===== src/rtl/block_dp_pkg.sv =====
// Shared FSM type, id-width helper and default sizing for the block datapath arbiter.
package block_dp_pkg;

    localparam int unsigned DEF_LATENCY    = 2;
    localparam int unsigned DEF_FIFO_DEPTH = 4;

    typedef enum logic [1:0] {
        StIdle,
        StRun,
        StDrain
    } dp_state_e;

    // A single requester still needs a 1-bit id field.
    function automatic int unsigned id_width(input int unsigned n);
        return (n > 1) ? $clog2(n) : 1;
    endfunction

endpackage


===== src/rtl/block_dp_rsp_fifo.sv =====
// Synchronous response FIFO holding {id, data}; pointers wrap modulo DEPTH (any depth).
module block_dp_rsp_fifo #(
    parameter int unsigned DEPTH = 4,
    parameter int unsigned ID_W  = 1
) (
    input  logic                         clk,
    input  logic                         rst_n,
    input  logic                         push,
    input  logic [ID_W-1:0]              push_id,
    input  logic                         push_data,
    input  logic                         pop,
    output logic [ID_W-1:0]              head_id,
    output logic                         head_data,
    output logic                         full,
    output logic                         empty,
    output logic [$clog2(DEPTH+1)-1:0]   count
);

    localparam int unsigned AW = (DEPTH > 1) ? $clog2(DEPTH) : 1;
    localparam int unsigned CW = $clog2(DEPTH + 1);

    logic [ID_W-1:0] id_mem [DEPTH];
    logic [DEPTH-1:0] data_mem;
    logic [AW-1:0]   wr_q;
    logic [AW-1:0]   rd_q;
    logic [CW-1:0]   cnt_q;
    logic            do_push;
    logic            do_pop;

    function automatic logic [AW-1:0] wrap_inc(input logic [AW-1:0] p);
        return (p == AW'(DEPTH - 1)) ? '0 : p + 1'b1;
    endfunction

    assign empty   = (cnt_q == '0);
    assign full    = (cnt_q == CW'(DEPTH));
    assign count   = cnt_q;
    assign do_pop  = pop && !empty;
    // A pop frees the head slot, so a push into a full FIFO is legal in the same cycle.
    assign do_push = push && (!full || do_pop);

    always_ff @(posedge clk or negedge rst_n) begin
        if (!rst_n) begin
            wr_q  <= '0;
            rd_q  <= '0;
            cnt_q <= '0;
        end else begin
            if (do_push) wr_q <= wrap_inc(wr_q);
            if (do_pop)  rd_q <= wrap_inc(rd_q);
            if (do_push && !do_pop) begin
                cnt_q <= cnt_q + 1'b1;
            end else if (do_pop && !do_push) begin
                cnt_q <= cnt_q - 1'b1;
            end
        end
    end

    always_ff @(posedge clk) begin
        if (do_push) begin
            id_mem[wr_q]   <= push_id;
            data_mem[wr_q] <= push_data;
        end
    end

    assign head_id   = empty ? '0 : id_mem[rd_q];
    assign head_data = !empty && data_mem[rd_q];

endmodule


===== src/rtl/block_dp_arbiter.sv =====
// Round-robin sharing of one block datapath among NUM_REQ requesters with tagged, in-order
// responses. Optional grant statistics are compiled in with BLOCK_DP_ARBITER_STATS_EN.
module block_dp_arbiter
    import block_dp_pkg::*;
#(
    parameter int unsigned NUM_REQ    = 2,
    parameter int unsigned LATENCY    = DEF_LATENCY,
    parameter int unsigned FIFO_DEPTH = DEF_FIFO_DEPTH
) (
    input  logic                            clk,
    input  logic                            rst_n,
    input  logic [NUM_REQ-1:0]              req_valid,
    input  logic [2*NUM_REQ-1:0]            req_data,
    input  logic [NUM_REQ-1:0]              req_sel,
    output logic [NUM_REQ-1:0]              req_ready,
    input  logic                            flush,
    output logic                            dp_in1,
    output logic                            dp_in2,
    output logic                            dp_in3,
    input  logic                            dp_out1,
    output logic                            rsp_valid,
    input  logic                            rsp_ready,
    output logic [id_width(NUM_REQ)-1:0]    rsp_id,
    output logic                            rsp_data,
    output logic                            busy
`ifdef BLOCK_DP_ARBITER_STATS_EN
    ,
    input  logic                            stats_clr,
    output logic [NUM_REQ*16-1:0]           grant_cnt
`endif
);

    localparam int unsigned ID_W  = id_width(NUM_REQ);
    localparam int unsigned SUM_W = ID_W + 1;
    localparam int unsigned CR_W  = $clog2(FIFO_DEPTH + 1);

    dp_state_e       state_q;
    logic [ID_W-1:0] ptr_q;
    logic [CR_W-1:0] credits_q;
    logic [LATENCY:0] pipe_vld_q;
    logic [ID_W-1:0] pipe_id_q [LATENCY+1];

    logic            grant_en;
    logic            found;
    logic [ID_W-1:0] winner;
    logic [SUM_W-1:0] slot;
    logic            issue;
    logic            pop;
    logic            pipe_empty;
    logic            fifo_full;
    logic            fifo_empty;
    logic [CR_W-1:0] fifo_count;

    assign grant_en   = (state_q == StRun) && (credits_q != '0) && !flush;
    assign issue      = |(req_valid & req_ready);
    assign pop        = rsp_valid && rsp_ready;
    assign pipe_empty = ~|pipe_vld_q;

    // First valid requester at or after the pointer, wrapping.
    always_comb begin
        req_ready = '0;
        found     = 1'b0;
        winner    = '0;
        slot      = '0;
        for (int unsigned k = 0; k < NUM_REQ; k++) begin
            slot = SUM_W'(ptr_q) + SUM_W'(k);
            if (slot >= SUM_W'(NUM_REQ)) slot = slot - SUM_W'(NUM_REQ);
            if (!found && req_valid[slot[ID_W-1:0]]) begin
                found  = 1'b1;
                winner = slot[ID_W-1:0];
            end
        end
        if (grant_en && found) req_ready[winner] = 1'b1;
    end

    always_ff @(posedge clk or negedge rst_n) begin
        if (!rst_n) begin
            state_q <= StIdle;
        end else begin
            unique case (state_q)
                StIdle: begin
                    if (|req_valid && !flush) state_q <= StRun;
                end
                StRun: begin
                    if (flush) begin
                        state_q <= StDrain;
                    end else if (!(|req_valid) && pipe_empty) begin
                        state_q <= StIdle;
                    end
                end
                StDrain: begin
                    if (pipe_empty && !flush) state_q <= StIdle;
                end
                default: state_q <= StIdle;
            endcase
        end
    end

    always_ff @(posedge clk or negedge rst_n) begin
        if (!rst_n) begin
            ptr_q     <= '0;
            credits_q <= CR_W'(FIFO_DEPTH);
            dp_in1    <= 1'b0;
            dp_in2    <= 1'b0;
            dp_in3    <= 1'b0;
        end else begin
            if (issue) begin
                ptr_q  <= (winner == ID_W'(NUM_REQ - 1)) ? '0 : winner + 1'b1;
                dp_in1 <= req_data[{winner, 1'b1}];
                dp_in2 <= req_data[{winner, 1'b0}];
                dp_in3 <= req_sel[winner];
            end
            // Credits = free FIFO slots minus ops still travelling through the datapath.
            case ({issue, pop})
                2'b10:   credits_q <= credits_q - 1'b1;
                2'b01:   credits_q <= credits_q + 1'b1;
                default: credits_q <= credits_q;
            endcase
        end
    end

    always_ff @(posedge clk or negedge rst_n) begin
        if (!rst_n) begin
            pipe_vld_q <= '0;
            for (int unsigned i = 0; i <= LATENCY; i++) pipe_id_q[i] <= '0;
        end else begin
            pipe_vld_q   <= {pipe_vld_q[LATENCY-1:0], issue};
            pipe_id_q[0] <= winner;
            for (int unsigned i = 1; i <= LATENCY; i++) pipe_id_q[i] <= pipe_id_q[i-1];
        end
    end

    // The last tracking stage lines up with dp_out1 for the op that owns it.
    block_dp_rsp_fifo #(
        .DEPTH (FIFO_DEPTH),
        .ID_W  (ID_W)
    ) u_rsp_fifo (
        .clk       (clk),
        .rst_n     (rst_n),
        .push      (pipe_vld_q[LATENCY]),
        .push_id   (pipe_id_q[LATENCY]),
        .push_data (dp_out1),
        .pop       (pop),
        .head_id   (rsp_id),
        .head_data (rsp_data),
        .full      (fifo_full),
        .empty     (fifo_empty),
        .count     (fifo_count)
    );

    assign rsp_valid = !fifo_empty;
    assign busy      = !pipe_empty || (fifo_count != '0);

    a_no_overflow: assert property (@(posedge clk) disable iff (!rst_n)
        !(fifo_full && pipe_vld_q[LATENCY] && !pop));

`ifdef BLOCK_DP_ARBITER_STATS_EN
    logic [15:0] cnt_q [NUM_REQ];

    always_ff @(posedge clk or negedge rst_n) begin
        if (!rst_n) begin
            for (int unsigned i = 0; i < NUM_REQ; i++) cnt_q[i] <= '0;
        end else begin
            for (int unsigned i = 0; i < NUM_REQ; i++) begin
                if (stats_clr) begin
                    cnt_q[i] <= '0;
                end else if (req_valid[i] && req_ready[i] && (cnt_q[i] != 16'hFFFF)) begin
                    cnt_q[i] <= cnt_q[i] + 1'b1;
                end
            end
        end
    end

    always_comb begin
        grant_cnt = '0;
        for (int unsigned i = 0; i < NUM_REQ; i++) grant_cnt[16*i +: 16] = cnt_q[i];
    end
`endif

endmodule

===== config.mk =====
export PLATFORM = sky130hd
export DESIGN_NAME = block_dp_arbiter
export DESIGN_NICKNAME = d
export VERILOG_FILES = /design/src/rtl/block_dp_pkg.sv /design/src/rtl/block_dp_rsp_fifo.sv /design/src/rtl/block_dp_arbiter.sv
export SDC_FILE = /design/constraint.sdc
export NUM_CORES = 1
export LEC_CHECK = 0
export BUFFER_PORTS_ARGS = -buffer_cell sky130_fd_sc_hd__buf_2
export CAP_MARGIN = 15
export CORE_MARGIN = 4
export CORE_UTILIZATION = 40
export DETAILED_ROUTE_END_ITERATION = 16
export PLACE_DENSITY = 0.66
export SETUP_SLACK_MARGIN = 0.1
export SLEW_MARGIN = 20
export SYNTH_ARGS = -nofsm -noshare
export SYNTH_HDL_FRONTEND = slang
export SYNTH_SLANG_ARGS = --single-unit

===== constraint.sdc =====
create_clock -name clk -period 3.6 [get_ports clk]
set_clock_uncertainty 0.05 [all_clocks]
set_input_delay 0.18 -clock clk [delete_from_list [all_inputs] [get_ports clk]]
set_output_delay 0.18 -clock clk [all_outputs]
set_load 0.01 [all_outputs]

Yosys cells after proc, flatten, opt, wreduce, memory -nomap -nowiden
Memory sizes are Yosys's and may differ from the RTL's.
Index checks and enable logic that the tools add are counted.
{"block": "word_totals", "regBits": 26, "ramBits": 4, "input_bits": 13, "output_inout_bits": 9, "elab_cells": 120, "memories": 1}
{"name": "u_rsp_fifo.id_mem", "words": 4, "word_bits": 1, "rd": 1, "rd_ports_with_merged_regs": 0, "write_ports": 1, "line_no": "block_dp_rsp_fifo.sv:22", "rtl": "logic [ID_W-1:0] id_mem [DEPTH];"}
{"block": "op_classes", "addsub": 10, "magnitude_cmp": 11, "n_eq_ne": 10, "mux": 38, "n_bitwise": 1, "reduce_logical": 35}
{"operator": "2-to-1 mux 1 bit", "count": 23}
{"operator": "logical AND 1 bit", "count": 15}
{"operator": "2-to-1 mux 2 bit", "count": 7}
{"operator": "less-than comparator 2 x 3 -> 1 bit, second input constant", "count": 4}
{"operator": "== test 2 bit, second input constant", "count": 4}
{"operator": "zero test 1 bit", "count": 8}
{"operator": "adder 3 x 1 -> 3 bit, second input constant", "count": 2}
{"operator": "less-than comparator 1 x 2 -> 1 bit, second input constant", "count": 3}
{"operator": "2-to-1 mux 3 bit", "count": 2}
{"operator": "one-hot mux 2 bit (3 select lines)", "count": 1}
{"operator": "one-hot mux 3 bit (2 select lines)", "count": 1}
{"operator": "nonzero test 3 bit", "count": 2}
{"operator": "subtractor 3 x 1 -> 3 bit, second input constant", "count": 2}
{"operator": "adder 2 x 1 -> 2 bit, second input constant", "count": 2}
{"operator": "bitwise mux 4 bit", "count": 1}
{"operator": "== test 2 x 1 -> 1 bit, second input constant", "count": 2}
{"operator": "!= test 2 bit, second input constant", "count": 2}
{"operator": "nonzero test 2 bit", "count": 2}
{"operator": "OR reduction 2 bit", "count": 2}
{"operator": "== test 3 bit, second input constant", "count": 1}
{"operator": "zero test 3 bit", "count": 1}
{"operator": "!= test 3 x 2 -> 1 bit, second input constant", "count": 1}
{"operator": "AND reduction 3 bit", "count": 1}
{"operator": "OR reduction 3 bit", "count": 1}
{"operator": "13 further kinds", "count": 15}

Logic depth before layout (Yosys ltp)
Gate-level depths: netlist of run 1.
{"block": "depth", "ltp_word": 17, "depth_mapped": 9, "depth_no_buf": 9}

Hierarchy
Synthesis of run 1 repeated with hierarchy kept, for this count alone.
{"block": "hier_totals", "hier_cells": 106, "hier_area_um2": 1455.1}
{"mod": "block_dp_rsp_fifo", "instances": 1, "cells_each": 49, "area_per_inst_um2": 775.7, "seq_area_each_um2": 415.4}
{"mod": "block_dp_arbiter", "instances": 1, "cells_each": 57, "area_per_inst_um2": 679.4, "seq_area_each_um2": 376.6}

Worst setup path after synthesis of run 1
OpenSTA, ideal clock, no wires.
{"block": "synth_path", "path_type": "reg2reg", "start": "register u_rsp_fifo.cnt_q[0], in the netlist u_rsp_fifo.count[0]", "end": "register credits_q[1]", "setup_time_ps": 125, "arrival_time_ps": 1965, "required_ps": 3425, "setup_slack_ps": 1461, "path_stages_with_launch": 8, "n_path_buf": 0, "cell_sequence": "dfrtp_1 or3_1 nand2_1 inv_1 ha_1 inv_1 fa_1 mux2_2"}
{"block": "synth_between", "elab_chain_cells": 5}
{"item": "start, declared", "line_no": "block_dp_rsp_fifo.sv:26", "rtl": "logic [CW-1:0] cnt_q;"}
{"item": "start signal, assigned", "line_no": "block_dp_rsp_fifo.sv:50", "rtl": "cnt_q <= cnt_q + 1'b1;"}
{"item": "start signal, assigned", "line_no": "block_dp_rsp_fifo.sv:52", "rtl": "cnt_q <= cnt_q - 1'b1;"}
{"item": "zero test 3 bit *", "line_no": "block_dp_rsp_fifo.sv:34", "rtl": "assign empty = (cnt_q == '0);"}
{"item": "zero test 1 bit *", "line_no": "block_dp_arbiter.sv:151", "rtl": "assign rsp_valid = !fifo_empty;"}
{"item": "named net rsp_valid", "line_no": "block_dp_arbiter.sv:21", "rtl": "output logic rsp_valid,"}
{"item": "logical AND 1 bit *", "line_no": "block_dp_arbiter.sv:56", "rtl": "assign pop = rsp_valid && rsp_ready;"}
{"item": "== test 2 x 1 -> 1 bit / == test 2 bit (equally long branches)", "line_no": "block_dp_arbiter.sv:114", "rtl": "case ({issue, pop})"}
{"item": "one-hot mux 3 bit (2 select lines) / nonzero test 2 bit (equally long branches)"}
{"item": "end signal, assigned", "line_no": "block_dp_arbiter.sv:115", "rtl": "2'b10: credits_q <= credits_q - 1'b1;"}
{"item": "end signal, assigned", "line_no": "block_dp_arbiter.sv:116", "rtl": "2'b01: credits_q <= credits_q + 1'b1;"}
{"item": "end signal, assigned", "line_no": "block_dp_arbiter.sv:117", "rtl": "default: credits_q <= credits_q;"}
{"item": "end, declared", "line_no": "block_dp_arbiter.sv:39", "rtl": "logic [CR_W-1:0] credits_q;"}
Mark *: on every way through the listed nets, which the timed path passes. The rest lies on a longest branch.
A chain may end at the register's enable or synchronous reset.

Final worst setup path of run 1
{"block": "layout_path", "start": "register u_rsp_fifo.cnt_q[0], in the netlist u_rsp_fifo.count[0]", "end": "register credits_q[1]"}
{"block": "layout_between", "elab_chain_cells": 5}
{"item": "zero test 3 bit *", "line_no": "block_dp_rsp_fifo.sv:34"}
{"item": "zero test 1 bit *", "line_no": "block_dp_arbiter.sv:151"}
{"item": "logical AND 1 bit *", "line_no": "block_dp_arbiter.sv:56"}
{"item": "== test 2 x 1 -> 1 bit / == test 2 bit (equally long branches)", "line_no": "block_dp_arbiter.sv:114"}
{"item": "one-hot mux 3 bit (2 select lines) / nonzero test 2 bit (equally long branches)"}
Every way passes the cells marked *; elsewhere a longest branch is shown, timed or not.

==> reports/metrics.yaml, run 1 <==
status:
  status: "finished clean"
sta:
  hold_viol: 0
  fin_setup_tns_ns: 0
  fin_crit_sh_pct: 62.2
  report.final.slew_viol_count: 0
  min_period_ns: 2.24
  maxClockFrequency_mhz: 446
  setup_viol: 0
  rsz0062_at_grt: "no"
  maxSlewHeadroom_pct: 67.2
  worstMarginPinSlew_ns: 0.492
synth:
  synth_area_mm2: 0.00140
  synth_fp_nets: 125
  ys_seq_area_share_pct: 56.4
  yosys_warnings: 0
  synth-seq-cells: 30
  ys_types: 29
  synth_cells: 103
  syn_area_per_cell_um2: 13.6
power:
  clockPowerShare_pct: 21.1
  leakage_nw: 0.730
  pwr-share-comb_pct: 33.6
  power_switching_share_pct: 32.1
  switchingPower_uw: 390
  powerDensity_mw_per_mm2: 734
  seqPwrFrac_pct: 45.3
  vdd_drop_max_mv: 0.300
  internal_power_uw: 824
grt:
  grt_pass1_wl_mm: 4.02
  grtUsageTotal_pct: 12.2
  grt_pass1_vias: 938
  grt_max_degree: 23
  grt_antenna_before_repair: 0
  overflow: 0
placed_design:
  placed_area_mm2: 0.00157
  gp_congestion: 0.678
  io_buffers: 21
  place_hpwl_mm: 1.81
drt:
  vias: 868
  wl_mm: 2.29
  vias_per_cell: 4.85
  drt_iter0_drc: 15
  antenna_left: 0
  drcViolationCount: 0
  drt_pass1_iterations: 4
  post_drt_wl_per_cell_um: 12.8
clock_tree:
  tritoncts: "built"
  ctsHoldBuffers: 1
  clock_path_buffers: 2
  post_cts_buffers: 0
  clk_pin_slew_worst_paths_ns: 0.09
  cts_made_buffers: 5
  cts_root_buf: "clkbuf_4"
  insertion_delay_ns: 0.32
  clock-sinks: 30
  cts_htree_levels: 2
  cts_resized: 0
critical_path:
  start_kind: "register"
  critPathCaptureType: "register"
  worstPathRequired_ns: 3.76
  crit_path_max_fanout: 5
  critical_path_class: "reg -> reg"
  critical_path_arrival_ns: 2.40
cells_and_area:
  area_growth_pct: 17.8
  fin_area_mm2: 0.00165
  layout_common_cells: "dfrtp_1, buf_2, edfxtp_1"
  drive_above_1_share_pct: 34.6
  diodes: 0
  nets: 154
die:
  placeableCoreArea_mm2: 0.00336
  initial_utilization_pct: 41.7
  ios: 22
  std_cell_rows: 21
  dieWidth_um: 67.2
  die_h_um: 67.2
  die_area_mm2: 0.00452
hold_path:
  min_path_type: "in -> reg"
flow_run:
  cap_violations: 0
==> cell families after synthesis <==
logic type / count (synthesis) / synth area share [%]
DFF: 30 / 56.4
and+or+nand+nor: 27 / 12.7
AOI/OAI and AO/OA: 13 / 6.33
buffers and inverters: 9 / 2.41
muxes: 9 / 9.36
adders and majority gates: 9 / 9.09
xor gates and xnor gates: 6 / 3.74
==> synth_stat cells, drive strengths merged <==
library cell	n	area (µm²)
or2	2	12.5
nor3b	1	12.5
dfstp	1	26.3
nor3	1	5.00
nor2	6	22.5
nand2b	1	6.26
a31oi	6	37.5
ha	7	87.6
inv	9	33.8
or3	3	23.8
fa	2	40.0
nand3	1	17.5
a21oi	1	5.00
xor2	3	26.3
edfxtp	8	240
xnor2	3	26.3
nor2b	1	6.26
o41a	1	21.3
mux2	7	86.3
nand2	1	3.75
dfrtp	21	526
o21ai	5	25.0
mux4	2	45.0
and2	6	37.5
nand3b	4	30.0
==> final cells by class <==
type / instances / area, µm²
flip-flops and latches: 30 / 792
well taps: 46 / 57.6
multi-input cells: 64 / 578
repair buffers: 22 / 115
clock buffers: 5 / 37.5
clock inverters: 3 / 40.0
inverters: 9 / 33.8
fillers: 329 / 1710
==> metrics by stage <==
| stage | util [%] | setup slack [ns] | hold WS (ns) | std cells | power (mW) |
|---|---|---|---|---|---|
| 5_1_grt | 49.2 | 1.25 | 0.00483 | 179 | 1.31 |
| 3_5_place_dp | 46.6 | 1.36 | 0.126 | 170 | 0.971 |
| 2_1_floorplan | - | 1.46 | -0.166 | 103 | 0.845 |
| 6_report | 49.2 | 1.36 | 0.0133 | 179 | 1.21 |
| 4_1_cts | 49.2 | 1.34 | 0.00431 | 179 | 1.23 |
| 3_3_place_gp | 46.6 | 1.45 | 0.123 | 170 | 0.946 |
==> state kept, by name, summed over array words and instances, names as in the netlist <==
signal	cells
dp_in3	1
u_rsp_fifo.id_mem	4
u_rsp_fifo.data_mem	4
u_rsp_fifo.count	3
dp_in2	1
pipe_id_q	3
dp_in1	1
u_rsp_fifo.wr_q	2
pipe_vld_q	3
credits_q	3
ptr_q	1
state_q	2
u_rsp_fifo.rd_q	2
==> power groups by stage <==
stage | logic, mW | clock network, mW | registers, mW
2_1_floorplan | 0.300 | 0 | 0.545
3_3_place_gp | 0.397 | 0 | 0.549
3_5_place_dp | 0.413 | 0 | 0.559
4_1_cts | 0.418 | 0.262 | 0.551
5_1_grt | 0.464 | 0.279 | 0.567
6_report | 0.408 | 0.256 | 0.549
==> critical path, cell delays in order (launching register included) <==
cell and delay [ns]:
dfrtp_1 0.45, or3_1 0.42, nand2_1 0.17, inv_1 0.07
ha_1 0.21, inv_1 0.08, fa_1 0.41, mux2_2 0.27
==> per-layer routing <==
layer  vias up  part of all wire, %  global-route usage (%)
met5         -                    0                       0
met4         0                  1.7                    6.08
met3         5                  6.0                    4.49
met2        23                   50                    20.2
met1       418                   42                    13.8
li1        422                    -                       -
==> final timing paths <==
path	startpoint	to	slack, ns	cells past startpoint
setup / recovery	u_rsp_fifo.count[0]	credits_q[1]	1.36	7
hold / removal	flush	state_q[0]	0.01	2
setup reg to reg	u_rsp_fifo.count[0]	credits_q[1]	1.36	7
hold reg to reg	pipe_id_q[2]	pipe_id_q[1]	0.30	0
max in group asynchronous	rst_n	credits_q[2]	2.84	2
min in group asynchronous	rst_n	u_rsp_fifo.rd_q[1]	0.31	2
Note: power is estimated with default switching activity, not from simulation.
==> run 2: changes to the inputs <==
--- a/config.mk
+++ b/config.mk
@@ -10,7 +10,7 @@
 export CORE_MARGIN = 4
 export CORE_UTILIZATION = 40
 export DETAILED_ROUTE_END_ITERATION = 16
-export PLACE_DENSITY = 0.66
+export PLACE_DENSITY = 0.68
 export SETUP_SLACK_MARGIN = 0.1
 export SLEW_MARGIN = 20
 export SYNTH_ARGS = -nofsm -noshare
==> constraint.sdc (replaced) <==
create_clock -name clk -period 1.9 [get_ports clk]
set_clock_uncertainty 0.05 [all_clocks]
set_input_delay 0.095 -clock clk [delete_from_list [all_inputs] [get_ports clk]]
set_output_delay 0.095 -clock clk [all_outputs]
set_load 0.01 [all_outputs]
==> run 2 against run 1 <==
The run now ends with setup timing left. Power is 120% higher. Clock power increased by 91%. Non-clock buffer count increased by 32. Routed wire length is 16% higher. Flip-flop and latch count is the same. Final cell count grew 18%. Critical path depth unchanged. Maximum frequency grew 11%. Die area stayed put. Sequential share of layout area is 8.6 points lower. First-iteration DRC count rose by 150%. Critical endpoint unchanged. Largest cell class unchanged. Highest routed layer unchanged.
==> reports/metrics.yaml, run 2 (synthesis results as in run 1) <==
critical_path:
  critical_path_class: "reg -> reg"
  crit_path_start: "u_rsp_fifo.count[2]"
  critPathCaptureType: "register"
  reg2reg_depth: 7
  crit-reg2reg-launch: "u_rsp_fifo.count[2]"
  path_cells: "or3_4 -> nand2_4 -> inv_4 -> ha_4 -> inv_2 -> fa_2 -> mux2_4"
  critical_path_buf_inv_count: 2
  crit_end: "credits_q[1]"
  path_depth: 7
  start_kind: "register"
  worstPathRequired_ns: 2.06
  slowest_delay_ns: 0.42
  critical_path_arrival_ns: 2.18
  crit_path_max_fanout: 3
  crit_slowest_cell: "fa_2"
  r2r-end: "credits_q[1]"
  r2r_setup_slack_ns: -0.12
  crit_family: "adder cells"
status:
  violations: "setup timing"
  status: "finished with violations"
die:
  ios: 22
  die_h_um: 67.2
  std_cell_rows: 21
  die_area_mm2: 0.00452
  placeableCoreArea_mm2: 0.00336
  dieWidth_um: 67.2
  initial_utilization_pct: 41.7
drt:
  vias_per_cell: 4.64
  drcViolationCount: 0
  antenna_left: 0
  vias: 979
  drt_pass1_iterations: 4
  wl_mm: 2.66
  drt_iter0_drc: 37
  post_drt_wl_per_cell_um: 12.6
cells_and_area:
  instances_no_fill: 211
  register_area_um2: 793
  diodes: 0
  top_regs: "u_rsp_fifo.data_mem x4, u_rsp_fifo.id_mem x4"
  multi_input_area_um2: 648
  area_growth_pct: 43.8
  layout_commonest_cell: "buf_4"
  drive_above_1_share_pct: 49.7
  layout_common_cells: "buf_4, dfrtp_1, buf_2"
  nets: 186
  num-fill-cells: 291
power:
  fin_total_pwr_mw: 2.66
  vdd_drop_max_mv: 0.616
  clockPowerShare_pct: 18.4
  switchingPower_uw: 835
  power_switching_share_pct: 31.3
  seqPwrFrac_pct: 38.0
  pwr-share-comb_pct: 43.6
  internal_power_mw: 1.83
  leakage_nw: 0.896
  powerDensity_mw_per_mm2: 1320
grt:
  grtUsageTotal_pct: 13.6
  grt_pass1_wl_mm: 4.37
  overflow: 0
  grt_pass1_vias: 1063
  grt_antenna_before_repair: 0
  grt_max_degree: 23
clock_tree:
  clk_pin_slew_worst_paths_ns: 0.09
  insertion_delay_ns: 0.32
  tritoncts: "built"
  cts_htree_levels: 2
  cts_made_buffers: 5
  clock-sinks: 30
  cts_root_buf: "clkbuf_4"
  clock_path_buffers: 2
hold_path:
  min_path_type: "in -> reg"
placed_design:
  dp_slack_ns: -0.132
  place_hpwl_mm: 1.91
  gp_congestion: 0.758
  dp_cells: 183
  io_buffers: 21
sta:
  rsz0062_at_grt: "yes"
  fin_crit_sh_pct: 106
  setup_viol: 4
  fin_ws_ns: -0.122
  hold_viol: 0
  hold_ws_ns: 0.0436
  maxSlewHeadroom_pct: 67.4
  maxClockFrequency_mhz: 495
  worstMarginPinSlew_ns: 0.490
  report.final.slew_viol_count: 0
  min_period_ns: 2.02
flow_run:
  cap_violations: 0
## run 2: changes by cell type in the layout (fill, tap and decap cells not counted), sizes merged
| cell | change |
|---|---|
| buf | +24 |
| dlygate4sd3 | +8 |
## run 2: area by class of cell
cell class | count | share of cell area, %
sequential | 30 | 39.3
multi-input combinational | 64 | 32.1
timing repair buffer | 54 | 20.1
tap | 46 | 2.85
clock inverter | 3 | 1.98
clock buffer | 5 | 1.86
inverter | 9 | 1.80
## run 2: how the worst min path moves through the flow
stage	startpoint	endpoint	depth (start not counted)
CTS	req_valid[1]	dp_in3	3
detailed placement	rst_n	u_rsp_fifo.rd_q[0]	1
global route	req_valid[1]	dp_in3	3
finish	req_valid[1]	dp_in3	3
floorplan	rst_n	credits_q[0]	0
global placement	rst_n	u_rsp_fifo.rd_q[1]	1
## run 2: per-stage QoR
stage | TNS, ns | cell area [µm²] | utilization, %
finish | -0.389 | 2020 | 60.0
global route | -0.641 | 2020 | 60.0
CTS | -0.340 | 1950 | 58.0
detailed placement | -0.460 | 1690 | 50.2
global placement | -0.190 | 1690 | 50.2
floorplan | -0.350 | 1430 | -
## run 2: layer usage
layer,vias up,global-route usage (%),wire [µm]
met2,22,24.0,1430
met5,-,0,0
met3,4,5.99,106
li1,482,-,-
met4,0,5.32,36
met1,471,14.1,1080
## run 2: timing repair
action | CTS | global route
hold buffers | 9 | 0
resized for setup | 12 | 9
setup buffers | 7 | 4
setup endpoints to repair | 6 | 7
pin swaps | 7 | 3
hold endpoints to repair | 29 | 0
## run 2: power groups by stage
stage | logic (mW) | clock network [mW] | registers, mW
6_report | 1.16 | 0.490 | 1.01
5_1_grt | 1.28 | 0.543 | 1.05
4_1_cts | 1.13 | 0.507 | 1.02
3_5_place_dp | 0.956 | 0 | 1.05
3_3_place_gp | 0.901 | 0 | 1.03
2_1_floorplan | 0.596 | 0 | 1.03
## run 2: worst reg2reg max path: cells and delay by family, from the launching register on
kind | cells | cell delay [ns]
multiplexers | 1 | 0.27
flip-flops | 1 | 0.40
buffers and inverters | 2 | 0.09
AND/OR/NAND/NOR | 2 | 0.52
adder cells (fa/ha/maj) | 2 | 0.57
==> run 3: changes to the inputs <==
--- a/config.mk
+++ b/config.mk
@@ -5,6 +5,7 @@
 export SDC_FILE = /design/constraint.sdc
 export NUM_CORES = 1
 export LEC_CHECK = 0
+export ABC_AREA = 1
 export BUFFER_PORTS_ARGS = -buffer_cell sky130_fd_sc_hd__buf_2
 export CAP_MARGIN = 15
 export CORE_MARGIN = 4
==> run 3 against run 2 <==
The run now ends clean. Via count rose by 12%. Area after synthesis up 4.5%. Flip-flop and latch count did not move. Setup slack better by 0.26 ns. Non-clock buffer count decreased by 22. Combinational power is essentially flat. Maximum frequency is 15% higher. Critical path type unchanged. Highest routed layer unchanged.
==> reports/metrics.yaml, run 3 <==
critical_path:
  critical_path_arrival_ns: 1.91
  crit_path_max_fanout: 3
  critPathCaptureType: "register"
  path_cells: "nor2_4 -> nand2_2 -> nand2_4 -> ha_4 -> inv_4 -> fa_2 -> inv_1 -> nand2_1 -> nand3_2 -> xor2_1"
  worstPathRequired_ns: 2.05
  slowest_delay_ns: 0.42
  critical_path_class: "reg -> reg"
  start_kind: "register"
  crit_slowest_cell: "dfrtp_1"
cells_and_area:
  final_util_pct: 54.1
  nets: 225
  num-fill-cells: 319
  top_regs: "u_rsp_fifo.data_mem x4, u_rsp_fifo.id_mem x4"
  register_area_um2: 792
  layout_commonest_cell: "nand2_1"
  layout_common_cells: "nand2_1, dfrtp_1, buf_2"
  area_growth_pct: 27.0
  drive_above_1_share_pct: 29.9
  instances_no_fill: 250
  diodes: 0
  fin_area_mm2: 0.00186
  multi_input_area_um2: 627
drt:
  vias: 1093
  drcViolationCount: 0
  antenna_left: 0
  vias_per_cell: 4.37
  drt_pass1_iterations: 4
  wl_mm: 2.54
  drt_iter0_drc: 24
  post_drt_wl_per_cell_um: 10.2
die:
  dieWidth_um: 68.5
  std_cell_rows: 21
  die_h_um: 68.5
  placeableCoreArea_mm2: 0.00344
  ios: 22
  initial_utilization_pct: 42.6
  die_area_mm2: 0.00470
sta:
  report.final.slew_viol_count: 0
  fin_setup_tns_ns: 0
  fin_crit_sh_pct: 92.7
  maxSlewHeadroom_pct: 66.1
  rsz0062_at_grt: "yes"
  maxClockFrequency_mhz: 568
  hold_ws_ns: 0.0510
  setup_viol: 0
  min_period_ns: 1.76
  hold_viol: 0
  fin_ws_ns: 0.139
  worstMarginPinSlew_ns: 0.509
clock_tree:
  insertion_delay_ns: 0.28
  cts_made_buffers: 5
  cts_root_buf: "clkbuf_8"
  tritoncts: "built"
  clock_path_buffers: 2
  cts_htree_levels: 2
  clock-sinks: 30
  clk_pin_slew_worst_paths_ns: 0.06
power:
  clockPowerShare_pct: 18.2
  seqPwrFrac_pct: 38.7
  vdd_drop_max_mv: 0.616
  leakage_nw: 0.962
  fin_total_pwr_mw: 2.65
  pwr-share-comb_pct: 43.1
  powerDensity_mw_per_mm2: 1420
  internal_power_mw: 1.64
  power_switching_share_pct: 38.3
  switchingPower_mw: 1.02
grt:
  overflow: 0
  grt_pass1_vias: 957
  grt_pass1_wl_mm: 4.09
  grt_antenna_before_repair: 0
  grtUsageTotal_pct: 12.2
  grt_max_degree: 23
synth:
  syn_area_per_cell_um2: 8.94
  yosysMostFrequentCell: "nand2_1"
  yosys_warnings: 0
  synth_ff_type: "dfrtp_1"
  synth-seq-cells: 30
  synth_commonest_cells: "nand2_1, inv_1, dfrtp_1"
  synth_area_mm2: 0.00147
  ys_types: 21
  synth_fp_nets: 186
  ys_seq_area_share_pct: 54.0
  synth_cells: 164
  synth_edf_count: 8
  yosys.area.top_type: "dfrtp_1"
  yosys-top-cells-area: "dfrtp_1, edfxtp_1, nand2_1"
  synth_top_area_share_pct: 35.8
  async_flop_share_pct: 73.3
placed_design:
  io_buffers: 21
  dp_slack_ns: 0.0788
  gp_congestion: 0.732
  placed_area_mm2: 0.00165
  place_hpwl_mm: 1.86
  dp_cells: 234
hold_path:
  min_path_type: "in -> reg"
flow_run:
  cap_violations: 0
status:
  status: "finished clean"
## run 3: changes by cell type after synthesis, moves of 4 or more
| cell | previous run | this run |
|---|---|---|
| inv_1 | 7 | 25 |
| nand3_1 | 0 | 9 |
| nand2_1 | 1 | 53 |
| a31oi_1 | 6 | 0 |
| nand2_2 | 0 | 4 |
| and2_1 | 6 | 0 |
| mux2_2 | 5 | 0 |
| nand3b_1 | 4 | 0 |
| nor2_1 | 6 | 14 |
## run 3: power groups by stage
stage          registers, mW  clock network [mW]  logic, mW
3_3_place_gp            1.03                   0      0.963
5_1_grt                 1.05               0.520       1.32
6_report                1.03               0.482       1.14
4_1_cts                 1.02               0.495       1.02
2_1_floorplan           1.03                   0      0.696
3_5_place_dp            1.03                   0      0.986
## run 3: cells by family after synthesis
| logic type | share of synthesized area [%] |
|---|---|
| DFF | 54.0 |
| AOI/OAI and AO/OA | 2.39 |
| and+or+nand+nor | 25.3 |
| buffers and inverters | 7.17 |
| adders and majority gates | 8.70 |
| xor gates and xnor gates | 2.39 |
## run 3: worst paths after layout
path,start,slack (ns),cells after the start,endpoint
setup / recovery,u_rsp_fifo.count[1],0.14,10,u_rsp_fifo.count[2]
hold / removal,req_sel[0],0.05,5,dp_in3
setup reg to reg,u_rsp_fifo.count[1],0.14,10,u_rsp_fifo.count[2]
hold reg to reg,pipe_id_q[2],0.30,0,pipe_id_q[1]
max in group asynchronous,rst_n,1.17,2,credits_q[2]
min in group asynchronous,rst_n,0.27,2,u_rsp_fifo.wr_q[0]
## run 3: layer usage
layer / global-route usage [%] / vias to the layer above / wire [µm]
met4: 2.98 / 0 / 20
met2: 18.6 / 23 / 1120
li1: - / 578 / -
met5: 0 / - / 0
met1: 15.8 / 488 / 1240
met3: 5.67 / 4 / 163
## run 3: layout make-up
| type | count | share of cell area (%) |
|---|---|---|
| repair buffers | 32 | 10.5 |
| clock buffers | 6 | 3.90 |
| flip-flops and latches | 30 | 42.5 |
| inverters | 28 | 5.91 |
| multi-input cells | 106 | 33.6 |
| clock inverters | 2 | 0.470 |
| well taps | 46 | 3.09 |
## run 3: repair_timing
item,4_1_cts,5_1_grt
endpoints found under the setup margin,2,4
gates resized for setup,2,17
hold buffers,3,0
endpoints found under the hold margin,26,0
pin swaps,0,14
buffers inserted,1,4
## run 3: worst max-delay path: cells and delay by family (launching register included)
| family | cells | cell delay (ns) |
|---|---|---|
| xor gates and xnor gates | 1 | 0.14 |
| adders and majority gates | 2 | 0.51 |
| buffers and inverters | 2 | 0.10 |
| DFF | 1 | 0.42 |
| and+or+nand+nor | 5 | 0.47 |
